===== src/rtl/csr_access_arbiter.sv =====
// csr_access_arbiter: shares the CSR unit's single read/write port between the
// pipeline's CSR path (default owner, zero-latency) and a host/debug request
// channel. A host request waits for an idle pipeline cycle, or is forced in
// after STARVE_LIMIT consecutive blocked cycles by stalling the pipeline once.
// Optional build macro: CSR_ARB_STALL_COUNT_EN adds the stall_count output.
module csr_access_arbiter #(
    parameter int unsigned STARVE_LIMIT = 8,
    parameter int unsigned CNT_WIDTH    = 8
) (
    input  logic        clk,
    input  logic        rst,
    // pipeline side
    input  logic        pipe_req,
    input  logic        pipe_we,
    input  logic [11:0] pipe_num,
    input  logic [1:0]  pipe_code,
    input  logic [31:0] pipe_wdata,
    output logic [31:0] pipe_rdata,
    output logic        pipe_stall,
    // host request / response channel
    input  logic        host_req_valid,
    output logic        host_req_ready,
    input  logic        host_req_we,
    input  logic [11:0] host_req_num,
    input  logic [31:0] host_req_wdata,
    output logic        host_resp_valid,
    output logic [31:0] host_resp_data,
    input  logic        host_resp_ready,
`ifdef CSR_ARB_STALL_COUNT_EN
    output logic [31:0] stall_count,
`endif
    // CSR unit port
    output logic        csr_we,
    output logic [11:0] csr_num,
    output logic [1:0]  csr_code,
    output logic [31:0] csr_wdata,
    input  logic [31:0] csr_rdata
);

    localparam logic [CNT_WIDTH-1:0] LimitVal = CNT_WIDTH'(STARVE_LIMIT);

    localparam logic [1:0] CodeWrite    = 2'b00;
    localparam logic [1:0] CodeReadOnly = 2'b11;

    typedef enum logic [1:0] {
        stIdle,
        stWait,
        stAccess,
        stResp
    } hostStateT;

    hostStateT            state;
    hostStateT            nextState;
    logic [CNT_WIDTH-1:0] starveCnt;
    logic                 latchWe;
    logic [11:0]          latchNum;
    logic [31:0]          latchWdata;
    logic [31:0]          respData;

    // Host FSM state register.
    always_ff @(posedge clk) begin
        if (rst) begin
            state <= stIdle;
        end else begin
            state <= nextState;
        end
    end

    // Host request latch, starvation counter and response capture.
    always_ff @(posedge clk) begin
        if (rst) begin
            starveCnt  <= '0;
            latchWe    <= 1'b0;
            latchNum   <= '0;
            latchWdata <= '0;
            respData   <= '0;
        end else begin
            case (state)
                stIdle: begin
                    if (host_req_valid) begin
                        latchWe    <= host_req_we;
                        latchNum   <= host_req_num;
                        latchWdata <= host_req_wdata;
                        starveCnt  <= '0;
                    end
                end
                stWait: begin
                    // Saturates: the count stops once it reaches the limit.
                    if (pipe_req && (starveCnt != LimitVal)) begin
                        starveCnt <= starveCnt + 1'b1;
                    end
                end
                stAccess: begin
                    // Captured before the write edge, so a host write
                    // reports the pre-write CSR value.
                    respData <= csr_rdata;
                end
                default: ;
            endcase
        end
    end

    // Host FSM next-state logic.
    always_comb begin
        nextState = state;
        case (state)
            stIdle: begin
                if (host_req_valid) begin
                    nextState = stWait;
                end
            end
            stWait: begin
                // The registered count is compared, so a fully blocked host
                // spends STARVE_LIMIT+1 cycles in WAIT before being forced in.
                if ((starveCnt == LimitVal) || !pipe_req) begin
                    nextState = stAccess;
                end
            end
            stAccess: begin
                nextState = stResp;
            end
            stResp: begin
                if (host_resp_ready) begin
                    nextState = stIdle;
                end
            end
            default: begin
                nextState = stIdle;
            end
        endcase
    end

    // Port mux: host owns the CSR port only during ACCESS.
    always_comb begin
        host_req_ready  = (state == stIdle);
        host_resp_valid = (state == stResp);
        host_resp_data  = respData;

        csr_we     = pipe_req & pipe_we;
        csr_num    = pipe_num;
        csr_code   = pipe_req ? pipe_code : CodeReadOnly;
        csr_wdata  = pipe_wdata;
        pipe_rdata = csr_rdata;
        pipe_stall = 1'b0;

        if (state == stAccess) begin
            csr_we     = latchWe;
            csr_num    = latchNum;
            csr_code   = latchWe ? CodeWrite : CodeReadOnly;
            csr_wdata  = latchWdata;
            pipe_rdata = '0;
            pipe_stall = pipe_req;
        end
    end

`ifdef CSR_ARB_STALL_COUNT_EN
    // Free-running count of pipeline stall cycles, wraps at 2^32.
    always_ff @(posedge clk) begin
        if (rst) begin
            stall_count <= '0;
        end else if (pipe_stall) begin
            stall_count <= stall_count + 32'd1;
        end
    end
`endif

endmodule


===== config.mk =====
export PLATFORM = sky130hd
export DESIGN_NAME = csr_access_arbiter
export DESIGN_NICKNAME = d
export VERILOG_FILES = /design/src/rtl/csr_access_arbiter.sv
export SDC_FILE = /design/constraint.sdc
export NUM_CORES = 1
export LEC_CHECK = 0
export BUFFER_PORTS_ARGS = -buffer_cell sky130_fd_sc_hd__buf_2
export CAP_MARGIN = 20
export CORE_ASPECT_RATIO = 1.1
export CORE_MARGIN = 1
export CORE_UTILIZATION = 45
export CTS_BUF_LIST = sky130_fd_sc_hd__clkbuf_8
export DETAILED_ROUTE_END_ITERATION = 10
export PLACE_DENSITY = 0.89
export SYNTH_ARGS = -nofsm -noshare
export SYNTH_HDL_FRONTEND = slang
export SYNTH_SLANG_ARGS = --single-unit

===== constraint.sdc =====
create_clock -name clk -period 2.3 [get_ports clk]
set_clock_uncertainty 0.2 [all_clocks]
set_input_delay 0.23 -clock clk [delete_from_list [all_inputs] [get_ports clk]]
set_output_delay 0.23 -clock clk [all_outputs]
set_load 0.01 [all_outputs]

==> metrics.md, run 1 <==
| Metric | Value |
|---|---|
| Outcome | `completed` |
| Initial drt markers | `205` |
| Placement row count | `36` |
| Worst Setup Slack, final | `around 0.08 ns` |
| Overall overflow remaining after global route | `0` |
| Initial antenna violation count | `0` |
| Predominant post-synthesis flop cell | `dfxtp_1` |
| Share of the core filled with cells in the final layout | `73.8%` |
| Post-route ant nets | `0` |
| Gate count of the mapped netlist | `~470` |
| Period utilisation layout | `96.5%` |
| Cell count after placement | `about 800` |
| Fraction of final layout cells with drive strength greater than 1 | `41.8%` |
| Final weighted congestion in routability-driven placement | `just under 0.9` |
| Clock network fraction of design power | `20.2%` |
| Die Outline Area | `roughly 9400 sq um` |
| Average size of a mapped cell | `8.69 sq um` |
| Placeable Area | `8830 sq um` |
| Gate power share | `49.1%` |
| Routed wire length per instance | `16.9 um` |
| Synthesis-stage register bit count | `87` |
| Critical-path top delay cell | `dfxtp_1` |
| Clock-pin slew on the worst setup and hold paths | `0.09 ns` |
| Fraction of the yosys area taken by sequential cells | `42.7%` |
| Class of the tightest hold or removal check | `in -> reg` |
| TritonCTS Sinks | `87` |
| Vias per cell | `roughly 5.3` |
| Number of enable flip-flop cells after synthesis | `0` |
| Net Sw Power | `between 2 and 2.5 mW` |
| Final count of pins violating max slew | `0` |
| Buffers from clock root to sink, at most | `2` |
| Highest net fanout along the worst path | `15` |
| Category of the most critical setup path | `reg -> out` |
| Total non-filler cell area in the finished layout | `6510 sq um` |
| Most common library cells after synthesis | `nand2_1 (100), dfxtp_1 (87), a21oi_1 (50), mux2_2 (44), nor2_1 (36)` |
| Slowest Stage Delay on Critical Path | `0.44 ns` |
| Startpoint types | `register` |
| Worst supply voltage drop on vdd | `0.610 mV` |
| Power per cell area | `985 nW/um^2` |
| Worst setup slack before clock tree synthesis | `0.148 ns` |
| DIE HEIGHT | `102 um` |
| Max-Cap Viols | `0` |
| CTS tree | `yes` |
| Worst path top cell family by delay | `flip-flops` |
| Power share of the sequential group | `30.7%` |
| Number of top-level pins | `243` |
| CTS root buffer | `clkbuf_8` |
| Top cell type by total area after synthesis | `dfxtp_1` |
| Worst skew pair latency | `between 0.3 and 0.4 ns` |
| Setup repair after global routing missed its margin | `false` |
| Area growth, synth to finish | `59.7%` |
| Pre-Repair DR Iteration Count | `5` |
| WHS | `0.0492 ns` |
| Setup_tns | `0 ns` |
| DRC | `0` |
| First-pass GRT wire length | `22.5 mm` |
| Arrival time of data at the critical path endpoint | `1.79 ns` |
| Cell area after synthesis | `4080 sq um` |
| Post-synthesis cell type count | `33` |
| Layout Cells excl Fill | `902` |
| Via count of the first global-routing pass | `4,711` |
| Power, Total | `approximately 6.4 mW` |
| Most repeated cell in the gate-level netlist after synthesis | `nand2_1` |
| YS warnings | `0` |
| Hold Violations, Final | `0` |
| Proportion of netlist area held by the largest area contributor | `between 40 and 50%` |
| HPWL reported at the end of detailed placement | `9.07 mm` |
| Maximum achievable frequency | `about 450 MHz` |
| Instance area after placement | `5430 sq um` |
| TritonCTS Buffers | `9` |
| Sum of routed wire length over all layers | `15.3 mm` |
| Cell-by-cell listing of the critical path | `ha_4, clkbuf_16, mux2_2, buf_2` |
| Starting utilization of the core area | `46.2%` |
| Buffers and inverters on the worst path | `2` |
| Static Leak | `2.98 nW` |
| Time the final worst path needs with I/O delays and setup | `2.22 ns` |
| Layout Nets | `918` |
| Width of the die | `around 93 um` |
| Endpoint kind of the worst setup timing path | `primary output` |
| Required time of the worst setup path | `about 1.9 ns` |
| Internal power consumption | `roughly 4 mW` |
| Number of setup violations in the final report | `0` |
| Pin slew with the least headroom to its limit | `0.687 ns` |
| R2R Setup Slk | `0.17 ns` |
| Port Buffer Count | `242` |
| Worst slew margin relative to its limit | `53.9%` |
| Top cells by area in the synthesized netlist | `dfxtp_1 (43%), mux2_2 (12%), nand2_1 (9.2%)` |
| Syn Nets | `605` |
| Total via count after detailed routing | `4,772` |
| Overall fraction of global-route tracks in use | `30.8%` |
| Switching Share | `between 30% and 40%` |
| Pin count of the biggest net entering global routing | `45` |
| H-tree depth reported by CTS | `3` |
| Proportion of register bits with asynchronous set or reset after synthesis | `0%` |
## final timing paths
| path | start | endpoint | depth (start not counted) |
|---|---|---|---|
| setup / recovery | state[1] | csr_wdata[14] | 4 |
| hold / removal | rst | latchWdata[18] | 2 |
| setup reg to reg | state[1] | starveCnt[7] | 6 |
| hold reg to reg | latchWdata[16] | latchWdata[16] | 2 |
## logic make-up (layout without fill, tap and decap cells)
group | after synthesis | in the layout | share of synthesized area, %
simple gates | 185 | 185 | 20.5
flops | 87 | 87 | 42.7
mux | 77 | 77 | 20.3
compound gates | 71 | 72 | 10.3
buf+inv | 42 | 359 | 4.05
fa+ha+maj | 7 | 7 | 2.15
other cells | 0 | 1 | 0
## cell usage in the layout, fill, tap and decap left out, drive strengths merged, types with 2 or more instances in the layout
cell type | Yosys | layout
buf | 10 | 257
nand2 | 100 | 100
dfxtp | 87 | 87
dlygate4sd3 | 0 | 77
a21oi | 50 | 50
mux2 | 44 | 44
nor2 | 36 | 36
nor2b | 35 | 35
mux2i | 33 | 33
clkbuf | 24 | 11
inv | 8 | 8
ha | 7 | 7
o21ai | 5 | 5
a311oi | 5 | 5
a41oi | 3 | 3
bufinv | 0 | 3
a211oi | 2 | 3
o21a | 2 | 2
and2 | 2 | 2
nand3 | 2 | 2
nor3 | 2 | 2
nor4 | 2 | 2
clkinv | 0 | 2
and3 | 2 | 2
## sequential cells by signal, summed over array words and instances (netlist names)
signal          flops
host_resp_data     32
latchNum           12
state               2
latchWdata         32
starveCnt           8
latchWe             1
## power groups by stage
| stage | registers, mW | clock network (mW) | logic, mW |
|---|---|---|---|
| floorplan | 1.99 | 0 | 1.78 |
| global placement | 1.96 | 0 | 2.73 |
| detailed placement | 1.98 | 0 | 2.83 |
| CTS | 1.95 | 1.31 | 2.96 |
| global route | 2.00 | 1.39 | 3.39 |
| finish | 1.97 | 1.30 | 3.15 |
## metal layers
layer,wire [um],track usage (%)
met5,0,0
met4,700,19.4
met3,1310,8.56
met2,7780,56.5
met1,5490,31.1
## worst register-to-register path, stage by stage (launching register included)
cell and delay (ns):
dfxtp_1 0.44, inv_1 0.12, ha_1 0.25, nor2b_2 0.23, or3b_1 0.43, o21ai_0 0.22, a311oi_1 0.11
## cell type report
cell class | instances | area (sq um)
timing repair buffer | 335 | 2150
fill | 569 | 2320
clock inverter | 6 | 108
clock buffer | 10 | 138
multi-input combinational | 341 | 2200
sequential | 87 | 1740
inverter | 8 | 30.0
antenna | 1 | 2.50
tap | 114 | 143
## repair_timing
item | in CTS | in global routing
cloned | 0 | 2
hold endpoints to repair | 77 | 0
endpoints found under the setup margin | 51 | 45
hold buffers | 77 | 0
resized for setup | 0 | 5
pin swaps | 1 | 1
setup buffers | 2 | 0
Note: power is estimated with default switching activity, not from simulation.
==> run 2: changes to the inputs <==
- MAX_ROUTING_LAYER: default -> met4
==> run 2 against run 1 <==
Net effect: routed wire length barely moved; highest routed layer unchanged; via count fell by 0.73%; worst setup slack got worse by 0.012 ns; final area did not move.
==> metrics.md, run 2 (synthesis gave the netlist of run 1 again) <==
| Metric | Value |
|---|---|
| Period utilisation layout | `97.0% (was 96.5%)` |
| Setup_tns | `0 ns (unchanged)` |
| Worst reg2reg path endpoint | `starveCnt[7] (unchanged)` |
| Number of top-level pins | `243 (unchanged)` |
| Port Buffer Count | `242 (unchanged)` |
| Worst supply voltage drop on vdd | `0.608 mV (was 0.610 mV)` |
| Routed wire length per instance | `17.0 um (was 16.9 um)` |
| Highest net fanout along the worst path | `8 (was 15)` |
| CTS root buffer | `clkbuf_8 (unchanged)` |
| Via count of the first global-routing pass | `4,702 (was 4,711)` |
| Buffers from clock root to sink, at most | `2 (unchanged)` |
| Overall fraction of global-route tracks in use | `31.8% (was 30.8%)` |
| Total via count after detailed routing | `4,737 (was 4,772)` |
| Pre-Repair DR Iteration Count | `5 (unchanged)` |
| Pin slew with the least headroom to its limit | `0.691 ns (was 0.687 ns)` |
| Endpoint kind of the worst setup timing path | `primary output (unchanged)` |
| Most frequent standard cell in the layout excluding fill and tap cells | `buf_2 (unchanged)` |
| TritonCTS Buffers | `9 (unchanged)` |
| WHS | `0.0540 ns (was 0.0492 ns)` |
| Vias per cell | `5.25 (was 5.29)` |
| Category of the most critical setup path | `reg -> out (unchanged)` |
| Max-Cap Viols | `0 (unchanged)` |
| Placeable Area | `8830 sq um (unchanged)` |
| First-pass GRT wire length | `22.6 mm (was 22.5 mm)` |
| Hold path startpoint | `rst (unchanged)` |
| Commonest cells after routing, fill and taps aside | `buf_2 (242), nand2_1 (100), dfxtp_1 (86) (unchanged)` |
| Time the final worst path needs with I/O delays and setup | `2.23 ns (was 2.22 ns)` |
| Layout Nets | `918 (unchanged)` |
| Clock-pin slew on the worst setup and hold paths | `0.09 ns (about the same)` |
| Worst slew margin relative to its limit | `53.6% (was 53.9%)` |
| Fill cell instance count of the final layout | `569 (unchanged)` |
| Initial drt markers | `196 (was 205)` |
| DRC | `0 (unchanged)` |
| TritonCTS Sinks | `87 (unchanged)` |
| Die Outline Area | `9440 sq um (unchanged)` |
| Startpoint types | `register (unchanged)` |
| Post-route ant nets | `0 (unchanged)` |
| Setup repair after global routing missed its margin | `false (unchanged)` |
| H-tree depth reported by CTS | `3 (unchanged)` |
| Area growth, synth to finish | `59.7% (unchanged)` |
| Worst Hold Path Cells | `2 (unchanged)` |
| Final count of pins violating max slew | `0 (unchanged)` |
| Maximum achievable frequency | `448 MHz (was 451 MHz)` |
| Overall overflow remaining after global route | `0 (unchanged)` |
| Power per cell area | `985 nW/um^2 (about the same)` |
| Outcome | `completed (unchanged)` |
| Width of the die | `92.7 um (unchanged)` |
| HPWL reported at the end of detailed placement | `9.07 mm (unchanged)` |
| Worst Hold Path EP | `latchWdata[18] (unchanged)` |
| Sum of routed wire length over all layers | `15.3 mm (about the same)` |
| Placement row count | `36 (unchanged)` |
| Starting utilization of the core area | `46.2% (unchanged)` |
| Class of the tightest hold or removal check | `in -> reg (unchanged)` |
| Initial antenna violation count | `0 (unchanged)` |
| Arrival time of data at the critical path endpoint | `1.80 ns (was 1.79 ns)` |
| Number of setup violations in the final report | `0 (unchanged)` |
| Hold Violations, Final | `0 (unchanged)` |
| RR Startpoint | `state[1] (unchanged)` |
| CTS tree | `yes (unchanged)` |
| DIE HEIGHT | `102 um (unchanged)` |
| Pin count of the biggest net entering global routing | `45 (unchanged)` |
| Reg2reg path depth | `6 (unchanged)` |
| Required time of the worst setup path | `1.87 ns (about the same)` |
| Worst skew pair latency | `0.35 ns (about the same)` |
| R2R Setup Slk | `0.14 ns (was 0.17 ns)` |
| Static Leak | `2.98 nW (unchanged)` |
| Fraction of final layout cells with drive strength greater than 1 | `41.8% (unchanged)` |
| Final weighted congestion in routability-driven placement | `0.892 (was 0.877)` |
==> run 2: stage by stage <==
stage	setup slack [ns]	power (mW)	instances	utilization (%)	area, sq um
after global routing	0.00785	6.78	901	73.7	6510
after detailed placement	0.148	4.81	804	61.5	5430
after floorplan	0.284	3.77	469	-	4080
after CTS	0.0213	6.22	899	73.2	6460
after global placement	0.312	4.69	804	61.5	5430
final	0.0697	6.41	902	73.8	6510
==> run 2: worst max-delay path, cell delays in order, from the launching register on <==
cell and delay, ns:
dfxtp_1 0.44, ha_4 0.28, buf_4 0.21, mux2_2 0.36, buf_2 0.15
==> run 2: power breakdown <==
group	internal [mW]	switching, mW	leakage, nW
Combinational	1.43	1.71	2.15
Clock	0.748	0.549	0.122
Sequential	1.79	0.177	0.710
Total	3.97	2.44	2.98
==> run 2: area by class of cell <==
cell class	instances	area [sq um]	area share, %
multi-input cells	341	2200	33.8
inverters	8	30.0	0.461
repair buffers	335	2150	33.0
diodes	1	2.50	0.0384
clock buffers	10	138	2.11
well taps	114	143	2.19
clock inverters	6	108	1.65
flip-flops and latches	87	1740	26.8
==> run 2: repair_timing <==
action | 4_1_cts | 5_1_grt
resized for setup | 0 | 5
setup endpoints to repair | 51 | 46
cloned | 0 | 2
buffers inserted | 2 | 0
pin swaps | 1 | 1
hold buffers | 77 | 0
hold endpoints to repair | 77 | 0
==> run 2: metal layers <==
layer / part of all wire [%] / global-route usage (%)
met5: 0 / -
met4: 4.3 / 19.1
met3: 8.3 / 7.66
met2: 51 / 56.5
met1: 37 / 31.8
==> run 2: how the worst max path moves through the flow <==
| stage | from | endpoint | slack [ns] | cells after the start |
|---|---|---|---|---|
| floorplan | state[0] | csr_num[10] | 0.28 | 6 |
| global placement | state[0] | starveCnt[1] | 0.31 | 6 |
| detailed placement | state[1] | starveCnt[7] | 0.15 | 6 |
| CTS | state[0] | csr_wdata[3] | 0.02 | 5 |
| global route | state[1] | csr_num[9] | 0.008 | 4 |
| finish | state[1] | csr_num[9] | 0.07 | 4 |
==> run 3: changes to the inputs <==
- BUFFER_PORTS_ARGS: -buffer_cell sky130_fd_sc_hd__buf_2 -> -buffer_cell sky130_fd_sc_hd__buf_4
- CAP_MARGIN: 20 -> 0
==> run 3 against run 2 <==
Net effect: critical path depth grew 2; clock-buffer cell count stayed put; core utilization grew 6.9 points; sequential power about the same; first-iteration DRC count up 2.6%; cell count fell by 0.55%; largest power group unchanged; highest routed layer unchanged.
==> metrics.md, run 3 (synthesis gave the netlist of run 1 again) <==
| Metric | Value |
|---|---|
| Hold Violations, Final | `0 (unchanged)` |
| Clock-pin slew on the worst setup and hold paths | `0.08 ns (was 0.09 ns)` |
| Pin slew with the least headroom to its limit | `0.672 ns (was 0.691 ns)` |
| Routed wire length per instance | `17.3 um (was 17.0 um)` |
| Worst skew pair latency | `0.35 ns (about the same)` |
| TritonCTS Sinks | `87 (unchanged)` |
| Buffers and inverters on the worst path | `4 (was 2)` |
| WHS | `0.172 ns (was 0.0540 ns)` |
| Static Leak | `3.14 nW (was 2.98 nW)` |
| H-tree depth reported by CTS | `3 (unchanged)` |
| R2R Setup Slk | `0.20 ns (was 0.14 ns)` |
| Post-route ant nets | `0 (unchanged)` |
| Most frequent standard cell in the layout excluding fill and tap cells | `buf_4 (was buf_2)` |
| Max-Cap Viols | `0 (unchanged)` |
| Category of the most critical setup path | `reg -> out (unchanged)` |
| Total non-filler cell area in the finished layout | `7120 sq um (was 6510 sq um)` |
| Hold path startpoint | `pipe_req (was rst)` |
| Width of the die | `92.7 um (unchanged)` |
| Instance area after placement | `6010 sq um (was 5430 sq um)` |
| Class of the tightest hold or removal check | `in -> reg (unchanged)` |
| Port Buffer Count | `242 (unchanged)` |
| Fraction of final layout cells with drive strength greater than 1 | `41.3% (was 41.8%)` |
| Fill cell instance count of the final layout | `465 (was 569)` |
| DIE HEIGHT | `102 um (unchanged)` |
| Final count of pins violating max slew | `0 (unchanged)` |
| Worst Setup Slack, final | `0.0749 ns (was 0.0697 ns)` |
| CTS root buffer | `clkbuf_8 (unchanged)` |
| Endpoint kind of the worst setup timing path | `primary output (unchanged)` |
| Via count of the first global-routing pass | `4,715 (was 4,702)` |
| Die Outline Area | `9440 sq um (unchanged)` |
| HPWL reported at the end of detailed placement | `8.80 mm (was 9.07 mm)` |
| Area growth, synth to finish | `74.7% (was 59.7%)` |
| Startpoint types | `register (unchanged)` |
| CTS tree | `yes (unchanged)` |
| Pre-Repair DR Iteration Count | `5 (unchanged)` |
| Placement row count | `36 (unchanged)` |
| Worst setup slack before clock tree synthesis | `0.135 ns (was 0.148 ns)` |
| Overall fraction of global-route tracks in use | `31.1% (was 31.8%)` |
| Layout Nets | `913 (was 918)` |
| Total via count after detailed routing | `4,739 (was 4,737)` |
| DRC | `0 (unchanged)` |
| Number of top-level pins | `243 (unchanged)` |
| Number of setup violations in the final report | `0 (unchanged)` |
| Cell-by-cell listing of the critical path | `inv_1, ha_4, buf_16, buf_6, nor2b_1, buf_4 (was ha_4, buf_4, mux2_2, buf_2)` |
| Placeable Area | `8830 sq um (unchanged)` |
| Initial antenna violation count | `0 (unchanged)` |
| Arrival time of data at the critical path endpoint | `1.80 ns (about the same)` |
| RR Startpoint | `state[1] (unchanged)` |
| Worst slew margin relative to its limit | `54.9% (was 53.6%)` |
| Critical Path Start | `state[0] (was state[1])` |
| Power per cell area | `953 nW/um^2 (was 985 nW/um^2)` |
| TritonCTS Buffers | `9 (unchanged)` |
| Buffers from clock root to sink, at most | `2 (unchanged)` |
| Pin count of the biggest net entering global routing | `60 (was 45)` |
| Time the final worst path needs with I/O delays and setup | `2.23 ns (about the same)` |
| First-pass GRT wire length | `22.1 mm (was 22.6 mm)` |
| Starting utilization of the core area | `46.2% (unchanged)` |
| Commonest cells after routing, fill and taps aside | `buf_4 (247), nand2_1 (100), dfxtp_1 (87) (was buf_2 (242), nand2_1 (100), dfxtp_1 (86))` |
| Critical-path top delay cell | `dfxtp_1 (unchanged)` |
| Vias per cell | `5.28 (was 5.25)` |
| Maximum achievable frequency | `449 MHz (was 448 MHz)` |
| Worst path top cell family by delay | `buffers and inverters (was flip-flops)` |
| Required time of the worst setup path | `1.87 ns (about the same)` |
| Setup_tns | `0 ns (unchanged)` |
| Worst supply voltage drop on vdd | `0.601 mV (was 0.608 mV)` |
| Sum of routed wire length over all layers | `15.5 mm (was 15.3 mm)` |
| Highest net fanout along the worst path | `25 (was 8)` |
| Outcome | `completed (unchanged)` |
| Setup repair after global routing missed its margin | `false (unchanged)` |
| Overall overflow remaining after global route | `0 (unchanged)` |
| Period utilisation layout | `96.7% (was 97.0%)` |
| Final weighted congestion in routability-driven placement | `0.926 (was 0.892)` |
| Initial drt markers | `201 (was 196)` |
| Slowest Stage Delay on Critical Path | `0.37 ns (was 0.44 ns)` |
==> run 3: cell types whose count changed in the layout (fill, tap and decap cells not counted), sizes merged <==
cell | before | now
clkbuf | 11 | 12
buf | 257 | 251
==> run 3: where the power goes <==
part / switching (mW) / total [mW] / internal, mW
sequential: 0.181 / 1.97 / 1.79
combinational: 1.75 / 3.52 / 1.77
clock: 0.548 / 1.30 / 0.748
total: 2.48 / 6.79 / 4.31
==> run 3: stage by stage <==
step / power, mW / utilization [%] / cells
2_1_floorplan: 3.77 / - / 469
3_3_place_gp: 5.01 / 68.1 / 799
3_5_place_dp: 5.11 / 68.1 / 799
4_1_cts: 6.51 / 79.6 / 892
5_1_grt: 7.12 / 80.7 / 896
6_report: 6.79 / 80.7 / 897
==> run 3: worst paths after layout <==
kind / to / depth (start not counted)
worst min-delay path: starveCnt[4] / 4
worst max-delay path: pipe_rdata[7] / 6
worst max register to register: starveCnt[6] / 6
worst min register to register: latchWdata[26] / 2
==> run 3: layer usage <==
layer | track usage, % | wire (um)
met5 | - | 0
met4 | 19.8 | 716
met3 | 6.10 | 1200
met2 | 55.1 | 7900
met1 | 31.6 | 5710
==> run 3: layout make-up <==
cell class | instances | area [sq um] | area share (%)
timing repair buffer | 330 | 2750 | 38.7
multi-input combinational | 341 | 2210 | 31.0
sequential | 87 | 1740 | 24.5
tap | 114 | 143 | 2.00
clock buffer | 10 | 138 | 1.93
clock inverter | 6 | 108 | 1.51
inverter | 8 | 30.0 | 0.422
antenna | 1 | 2.50 | 0.0351
==> run 3: worst reg2reg max path, stage by stage, from the launching register on <==
cell,delay (ns)
dfxtp_1,0.36
inv_1,0.12
ha_2,0.28
nand2_1,0.19
a211oi_4,0.36
a41oi_1,0.16
a311oi_1,0.33
==> run 3: what timing repair did <==
item / 4_1_cts / 5_1_grt
endpoints found under the setup margin: 0 / 30
resized for setup: 0 / 5
buffers inserted: 0 / 1
hold endpoints to repair: 77 / 0
hold buffers: 77 / 0
